--- config.mk ---
export PLATFORM = sky130hd
export DESIGN_NAME = operand_stage
export DESIGN_NICKNAME = d
export VERILOG_FILES = /design/src/rtl/operand_stage_pkg.sv /design/src/rtl/operand_bypass.sv /design/src/rtl/operand_stage.sv
export SDC_FILE = /design/constraint.sdc
export NUM_CORES = 1
export LEC_CHECK = 0
export CAP_MARGIN = 5
export CORE_UTILIZATION = 38
export CTS_BUF_LIST = sky130_fd_sc_hd__clkbuf_8
export CTS_CLUSTER_DIAMETER = 60
export DETAILED_ROUTE_END_ITERATION = 8
export GPL_TIMING_DRIVEN = 0
export PLACE_DENSITY = 0.73
export SLEW_MARGIN = 10
export SYNTH_ARGS = -nofsm -noshare
export SYNTH_HDL_FRONTEND = slang
export SYNTH_SLANG_ARGS = --single-unit
--- constraint.sdc ---
create_clock -name CLK -period 2.35 [get_ports CLK]
set_input_delay 0.235 -clock CLK [delete_from_list [all_inputs] [get_ports CLK]]
set_output_delay 0.235 -clock CLK [all_outputs]
set_load 0.05 [all_outputs]
--- src/rtl/operand_stage_pkg.sv ---
// ============================================================================
// Module      : operand_stage_pkg
// Description : Widths, buffer state encoding and stored-entry record shared
//               by the operand stage and its bypass selector.
// Revision    : 1.0 - initial release
// ============================================================================
`default_nettype none

package operand_stage_pkg;

  localparam int DATA_W = 8;
  localparam int ADDR_W = 3;
  localparam int OP_W   = 3;

  typedef enum logic [1:0] {
    EMPTY = 2'd0,
    ONE   = 2'd1,
    FULL  = 2'd2
  } state_t;

  typedef struct packed {
    logic [DATA_W-1:0] op1;
    logic [DATA_W-1:0] op2;
    logic [ADDR_W-1:0] src1;
    logic [ADDR_W-1:0] src2;
    logic              imm_sel;
    logic              neg_sel;
    logic [OP_W-1:0]   aluop;
    logic [ADDR_W-1:0] dest;
    logic              write_en;
  } entry_t;

  // Two's-complement negate; wraps so 0x80 stays 0x80 and 0x00 stays 0x00.
  function automatic logic [DATA_W-1:0] negate(input logic [DATA_W-1:0] v);
    negate = ~v + {{(DATA_W-1){1'b0}}, 1'b1};
  endfunction

endpackage

`default_nettype wire

--- src/rtl/operand_bypass.sv ---
// ============================================================================
// Module      : operand_bypass
// Description : Combinational write-back bypass and immediate selection for
//               one operand pair; used at push and to patch held entries.
// Revision    : 1.0 - initial release
// ============================================================================
`default_nettype none

module operand_bypass
  import operand_stage_pkg::*;
(
  input  logic [DATA_W-1:0] i_rd1,
  input  logic [DATA_W-1:0] i_rd2,
  input  logic [ADDR_W-1:0] i_src1,
  input  logic [ADDR_W-1:0] i_src2,
  input  logic [DATA_W-1:0] i_imm,
  input  logic              i_imm_sel,
  input  logic              i_wb_valid,
  input  logic [ADDR_W-1:0] i_wb_addr,
  input  logic [DATA_W-1:0] i_wb_data,
  output logic [DATA_W-1:0] o_op1,
  output logic [DATA_W-1:0] o_op2
);

  logic w_hit1;
  logic w_hit2;

  assign w_hit1 = i_wb_valid && (i_wb_addr == i_src1);
  assign w_hit2 = i_wb_valid && (i_wb_addr == i_src2);

  // An immediate operand never names a register, so it is never bypassed.
  assign o_op1 = w_hit1 ? i_wb_data : i_rd1;
  assign o_op2 = i_imm_sel ? i_imm : (w_hit2 ? i_wb_data : i_rd2);

endmodule

`default_nettype wire

--- src/rtl/operand_stage.sv ---
// ============================================================================
// Module      : operand_stage
// Description : Two-entry in-order operand buffer between register read and
//               the ALU, with write-back bypass at push and on held entries.
// Revision    : 1.0 - initial release
// ============================================================================
`default_nettype none

module operand_stage #(
  parameter int DATA_W = operand_stage_pkg::DATA_W,
  parameter int ADDR_W = operand_stage_pkg::ADDR_W,
  parameter int OP_W   = operand_stage_pkg::OP_W
) (
  input  logic              CLK,
  input  logic              RESET,
  input  logic              IN_VALID,
  output logic              IN_READY,
  input  logic [DATA_W-1:0] REGOUT1,
  input  logic [DATA_W-1:0] REGOUT2,
  input  logic [ADDR_W-1:0] SRC1_ADDR,
  input  logic [ADDR_W-1:0] SRC2_ADDR,
  input  logic [DATA_W-1:0] IMMEDIATE,
  input  logic              IMM_SEL,
  input  logic              NEG_SEL,
  input  logic [OP_W-1:0]   ALUOP_IN,
  input  logic [ADDR_W-1:0] DEST_IN,
  input  logic              WRITE_EN_IN,
  input  logic              WB_VALID,
  input  logic [ADDR_W-1:0] WB_ADDR,
  input  logic [DATA_W-1:0] WB_DATA,
  output logic              OUT_VALID,
  input  logic              OUT_READY,
  output logic [DATA_W-1:0] DATA1,
  output logic [DATA_W-1:0] DATA2,
  output logic [OP_W-1:0]   ALUOP,
  output logic [ADDR_W-1:0] DEST,
  output logic              WRITE_EN
);

  import operand_stage_pkg::*;

  state_t            r_state;
  state_t            w_next_state;
  logic              r_in_ready;
  entry_t            r_ent   [2];
  entry_t            w_patch [2];
  entry_t            w_new;
  logic [DATA_W-1:0] w_new_op1;
  logic [DATA_W-1:0] w_new_op2;
  logic [DATA_W-1:0] w_p_op1 [2];
  logic [DATA_W-1:0] w_p_op2 [2];
  logic              w_push;
  logic              w_pop;
  logic              w_out_valid;

  assign w_out_valid = (r_state != EMPTY);
  assign w_push      = IN_VALID && r_in_ready;
  assign w_pop       = w_out_valid && OUT_READY;

  operand_bypass u_push_bypass (
    .i_rd1      (REGOUT1),
    .i_rd2      (REGOUT2),
    .i_src1     (SRC1_ADDR),
    .i_src2     (SRC2_ADDR),
    .i_imm      (IMMEDIATE),
    .i_imm_sel  (IMM_SEL),
    .i_wb_valid (WB_VALID),
    .i_wb_addr  (WB_ADDR),
    .i_wb_data  (WB_DATA),
    .o_op1      (w_new_op1),
    .o_op2      (w_new_op2)
  );

  // A held immediate is fed back as its own immediate so it stays put.
  for (genvar gi = 0; gi < 2; gi++) begin : g_patch
    operand_bypass u_hold_bypass (
      .i_rd1      (r_ent[gi].op1),
      .i_rd2      (r_ent[gi].op2),
      .i_src1     (r_ent[gi].src1),
      .i_src2     (r_ent[gi].src2),
      .i_imm      (r_ent[gi].op2),
      .i_imm_sel  (r_ent[gi].imm_sel),
      .i_wb_valid (WB_VALID),
      .i_wb_addr  (WB_ADDR),
      .i_wb_data  (WB_DATA),
      .o_op1      (w_p_op1[gi]),
      .o_op2      (w_p_op2[gi])
    );
  end

  always_comb begin
    for (int i = 0; i < 2; i++) begin
      w_patch[i]     = r_ent[i];
      w_patch[i].op1 = w_p_op1[i];
      w_patch[i].op2 = w_p_op2[i];
    end
    w_new          = '0;
    w_new.op1      = w_new_op1;
    w_new.op2      = w_new_op2;
    w_new.src1     = SRC1_ADDR;
    w_new.src2     = SRC2_ADDR;
    w_new.imm_sel  = IMM_SEL;
    w_new.neg_sel  = NEG_SEL;
    w_new.aluop    = ALUOP_IN;
    w_new.dest     = DEST_IN;
    w_new.write_en = WRITE_EN_IN;
  end

  always_comb begin
    w_next_state = r_state;
    case (r_state)
      EMPTY:   if (w_push) w_next_state = ONE;
      ONE: begin
        if (w_push && !w_pop)      w_next_state = FULL;
        else if (w_pop && !w_push) w_next_state = EMPTY;
      end
      FULL:    if (w_pop) w_next_state = ONE;
      default: w_next_state = EMPTY;
    endcase
  end

  always_ff @(posedge CLK or negedge RESET) begin
    if (!RESET) begin
      r_state    <= EMPTY;
      r_in_ready <= 1'b1;
      r_ent[0]   <= '0;
      r_ent[1]   <= '0;
    end else begin
      r_state    <= w_next_state;
      r_in_ready <= (w_next_state != FULL);
      r_ent[0]   <= w_patch[0];
      r_ent[1]   <= w_patch[1];
      case (r_state)
        EMPTY: if (w_push) r_ent[0] <= w_new;
        ONE: begin
          if (w_push && w_pop) r_ent[0] <= w_new;
          else if (w_push)     r_ent[1] <= w_new;
        end
        FULL: begin
          if (w_pop) begin
            r_ent[0] <= w_patch[1];
            r_ent[1] <= '0;
          end
        end
        default: begin
          r_ent[0] <= '0;
          r_ent[1] <= '0;
        end
      endcase
    end
  end

  assign IN_READY  = r_in_ready;
  assign OUT_VALID = w_out_valid;
  assign DATA1     = w_out_valid ? r_ent[0].op1 : '0;
  assign DATA2     = !w_out_valid    ? '0 :
                     r_ent[0].neg_sel ? negate(r_ent[0].op2) : r_ent[0].op2;
  assign ALUOP     = w_out_valid ? r_ent[0].aluop    : '0;
  assign DEST      = w_out_valid ? r_ent[0].dest     : '0;
  assign WRITE_EN  = w_out_valid ? r_ent[0].write_en : 1'b0;

endmodule

`default_nettype wire

==> metrics.cfg <==
[synthesis]
synthTopCellsByArea=dfrtp_1, mux2i_1, a222oi_1, a22o_1, xnor2_1
yosysTopAreaCell=dfrtp_1
yosysTopAreaCellShare=0.423
yosysUniqueCellTypes=42
syn_area_mm2=0.00378
synthesis.nets=393
synth_cells=337
yosysSeqAreaShare=0.430
yosysWarnings=0
syn_avg_cell_area_um2=11.2
ys_ff_latch=65

[clock_tree]
clk_path_buf_depth=2
htree_levels=3
clk_pin_slew_ns=0.06
cts_setup_buffers=0
numCtsBuffers=9
clk_latency_ns=0.34
cts_tree=built
cts_root_buffer=clkbuf_8
clock_sinks=65

[layout]
syn2layout_area_growth_pct=28.9
drive_gt1_frac=0.150
utilization=0.501
n_antenna_cell=0
register_area_mm2=0.00163
nets=481
fillers=914
multiInputGateArea_mm2=0.00196

[routing]
wire_per_inst_um=18.6
vias=3145
wl_um=10400
via_per_inst=5.63
dr.first_iter.drc_count=237
drc=0
dr.pass1.iters=8
postRouteAntennaNets=0

[timing]
maxSlewViolCount=0
tightest_slew_ns=0.604
finalSetupViolations=0
setup_ws_ns=0.0673
min_period_ns=2.28
relSlewSlack=0.596
finalSetupTns_ns=0
fin_crit_sh=0.971
hold_viol_final=0
fmax_mhz=438
skew_ns=0.00874

[pwr]
p_int_mw=3.28
p_sw_frac=0.459
seq_power_share=0.321
power_density_mw_per_mm2=1240
net-switching-power_mw=2.78
pwr-share-comb=0.545
ir_drop_mv=0.540
leakagePower_nw=2.39
p_clk_frac=0.134

[floorplanning]
io_pins=80
dieArea_mm2=0.0104
coreArea_mm2=0.00973
rows=36
die_y_um=102
initial_utilization=0.389
die_w_um=102

[placement]
hpwl_um=7380
port-buffer-count=75
place_congestion=0.835
pre_cts_ws_ns=-0.292

[grt]
grt_max_degree=66
track_usage=0.219
first_global_vias=3222
grt_pass1_wl_um=17000
overflow=0
antenna_found_initial=0

[critical_path]
rrSetupSlack_ns=0.17
crit_family=buffers and inverters
cp_num_buf_inv=2
critical-path-slowest-cell=clkdlybuf4s50_1
crit_path_end_kind=primary output
path_class=flip-flop to primary output
arrival_ns=2.05
r2r_cells=6
worstPathCellList=buf_4, nor2_4, nor2b_1, clkdlybuf4s50_1
r2r-end=r_ent[23]
cp.required_ns=2.12
r2r_start=IN_READY
crit_fanout=10
critical-path-max-stage-delay_ns=0.84
start_kind=flip-flop

[worst_hold_path]
hp-class=primary input to asynchronous set/reset pin

[outcome]
status=finished clean

[flow_run]
cap_violations=0

## power by group through the flow
stage          clock, mW  sequential (mW)  combinational [mW]
6_report           0.812             1.95                3.30
3_3_place_gp           0             1.92                3.33
2_1_floorplan          0             1.86                2.46
5_1_grt            0.872             2.00                3.56
3_5_place_dp           0             1.95                3.42
4_1_cts            0.826             1.94                3.32
## stage by stage
step	total power, mW	instances	cell area, um^2	hold WS (ns)
final	6.06	559	4880	0.433
after global routing	6.43	559	4880	0.468
after CTS	6.08	559	4880	0.450
after detailed placement	5.36	546	4730	0.263
after global placement	5.25	545	4700	0.474
after floorplan	4.32	337	3780	-0.0606
## worst max-delay path by stage
stage                          start         to  slack (ns)  depth (start not counted)
after floorplan            r_ent[48]   DATA2[5]        0.34                          4
after global placement         RESET  r_ent[18]       -1.10                          1
after detailed placement  r_state[1]   DATA1[1]       -0.29                          5
after CTS                 r_state[1]   WRITE_EN        0.01                          4
after global routing      r_state[1]   WRITE_EN     -0.0009                          4
final                     r_state[1]   WRITE_EN        0.07                          4
## final cells by class
class                   instances  share of cell area
plain buffers                  23              0.0282
clock buffers                  11              0.0310
clock inverters                 1             0.00103
inverters                      20              0.0154
multi-input cells             229               0.401
flip-flops and latches         65               0.334
well taps                     133              0.0341
repair buffers                 77               0.155
## worst min-delay path, cell delays in order
cell	delay [ns]
dlygate4sd3_1	0.52
buf_4	0.12
buf_16	0.28
## what timing repair did
action                     in CTS  in global routing
resized for setup              29                 10
hold buffers                    1                  0
hold endpoints to repair       64                  0
setup endpoints to repair      24                 16
## kinds of logic after synthesis
group / share of synthesized area
and+or+nand+nor: 0.105
DFF: 0.430
adders and majority gates: 0.00331
xor gates and xnor gates: 0.0615
AOI/OAI and AO/OA: 0.205
muxes: 0.141
buffers and inverters: 0.0542
## cells in the mapped netlist, drive strengths merged
cell type  instances
a21o               1
a21oi              3
a222oi            15
a22o              15
and2               1
and3b              1
buf               10
clkbuf            13
dfrtp             64
dfstp              1
ha                 1
inv               20
mux2               8
mux2i             42
nand2              3
nand2b             9
nand3              2
nand3b             1
nand4              4
nor2              14
nor2b             17
nor3               1
nor3b              2
o211ai             8
o21ai             19
o221ai             8
o22a               8
o22ai             17
o31ai              2
or3                3
xnor2             17
xor2               7
## cell usage in the layout (no fill, tap or decap), types with 4 or more instances in the layout
cell	n
o21ai_1	17
clkdlybuf4s50_1	53
mux2i_1	42
dfrtp_1	64
inv_1	20
o22a_1	8
a222oi_1	15
mux2_4	6
buf_6	4
nand2b_1	9
xor2_1	7
nor2b_1	16
a22o_1	15
dlygate4sd2_1	16
clkbuf_1	10
buf_2	5
nor2_1	13
o221ai_1	6
o22ai_1	17
o211ai_2	8
clkbuf_8	11
xnor2_1	14
## flip-flops by register name (all words and copies together), names as in the netlist
| name | count |
|---|---|
| IN_READY | 1 |
| r_ent | 62 |
| r_state | 2 |
## routing by layer
metal  vias to the layer above  part of all wire  track usage
met5                         -                 0            0
met4                         0             0.019       0.0847
met3                        16             0.046       0.0338
met2                       102              0.50        0.360
met1                      1594              0.44        0.289
li1                       1433                 -            -
(Power assumes the default switching activity.)
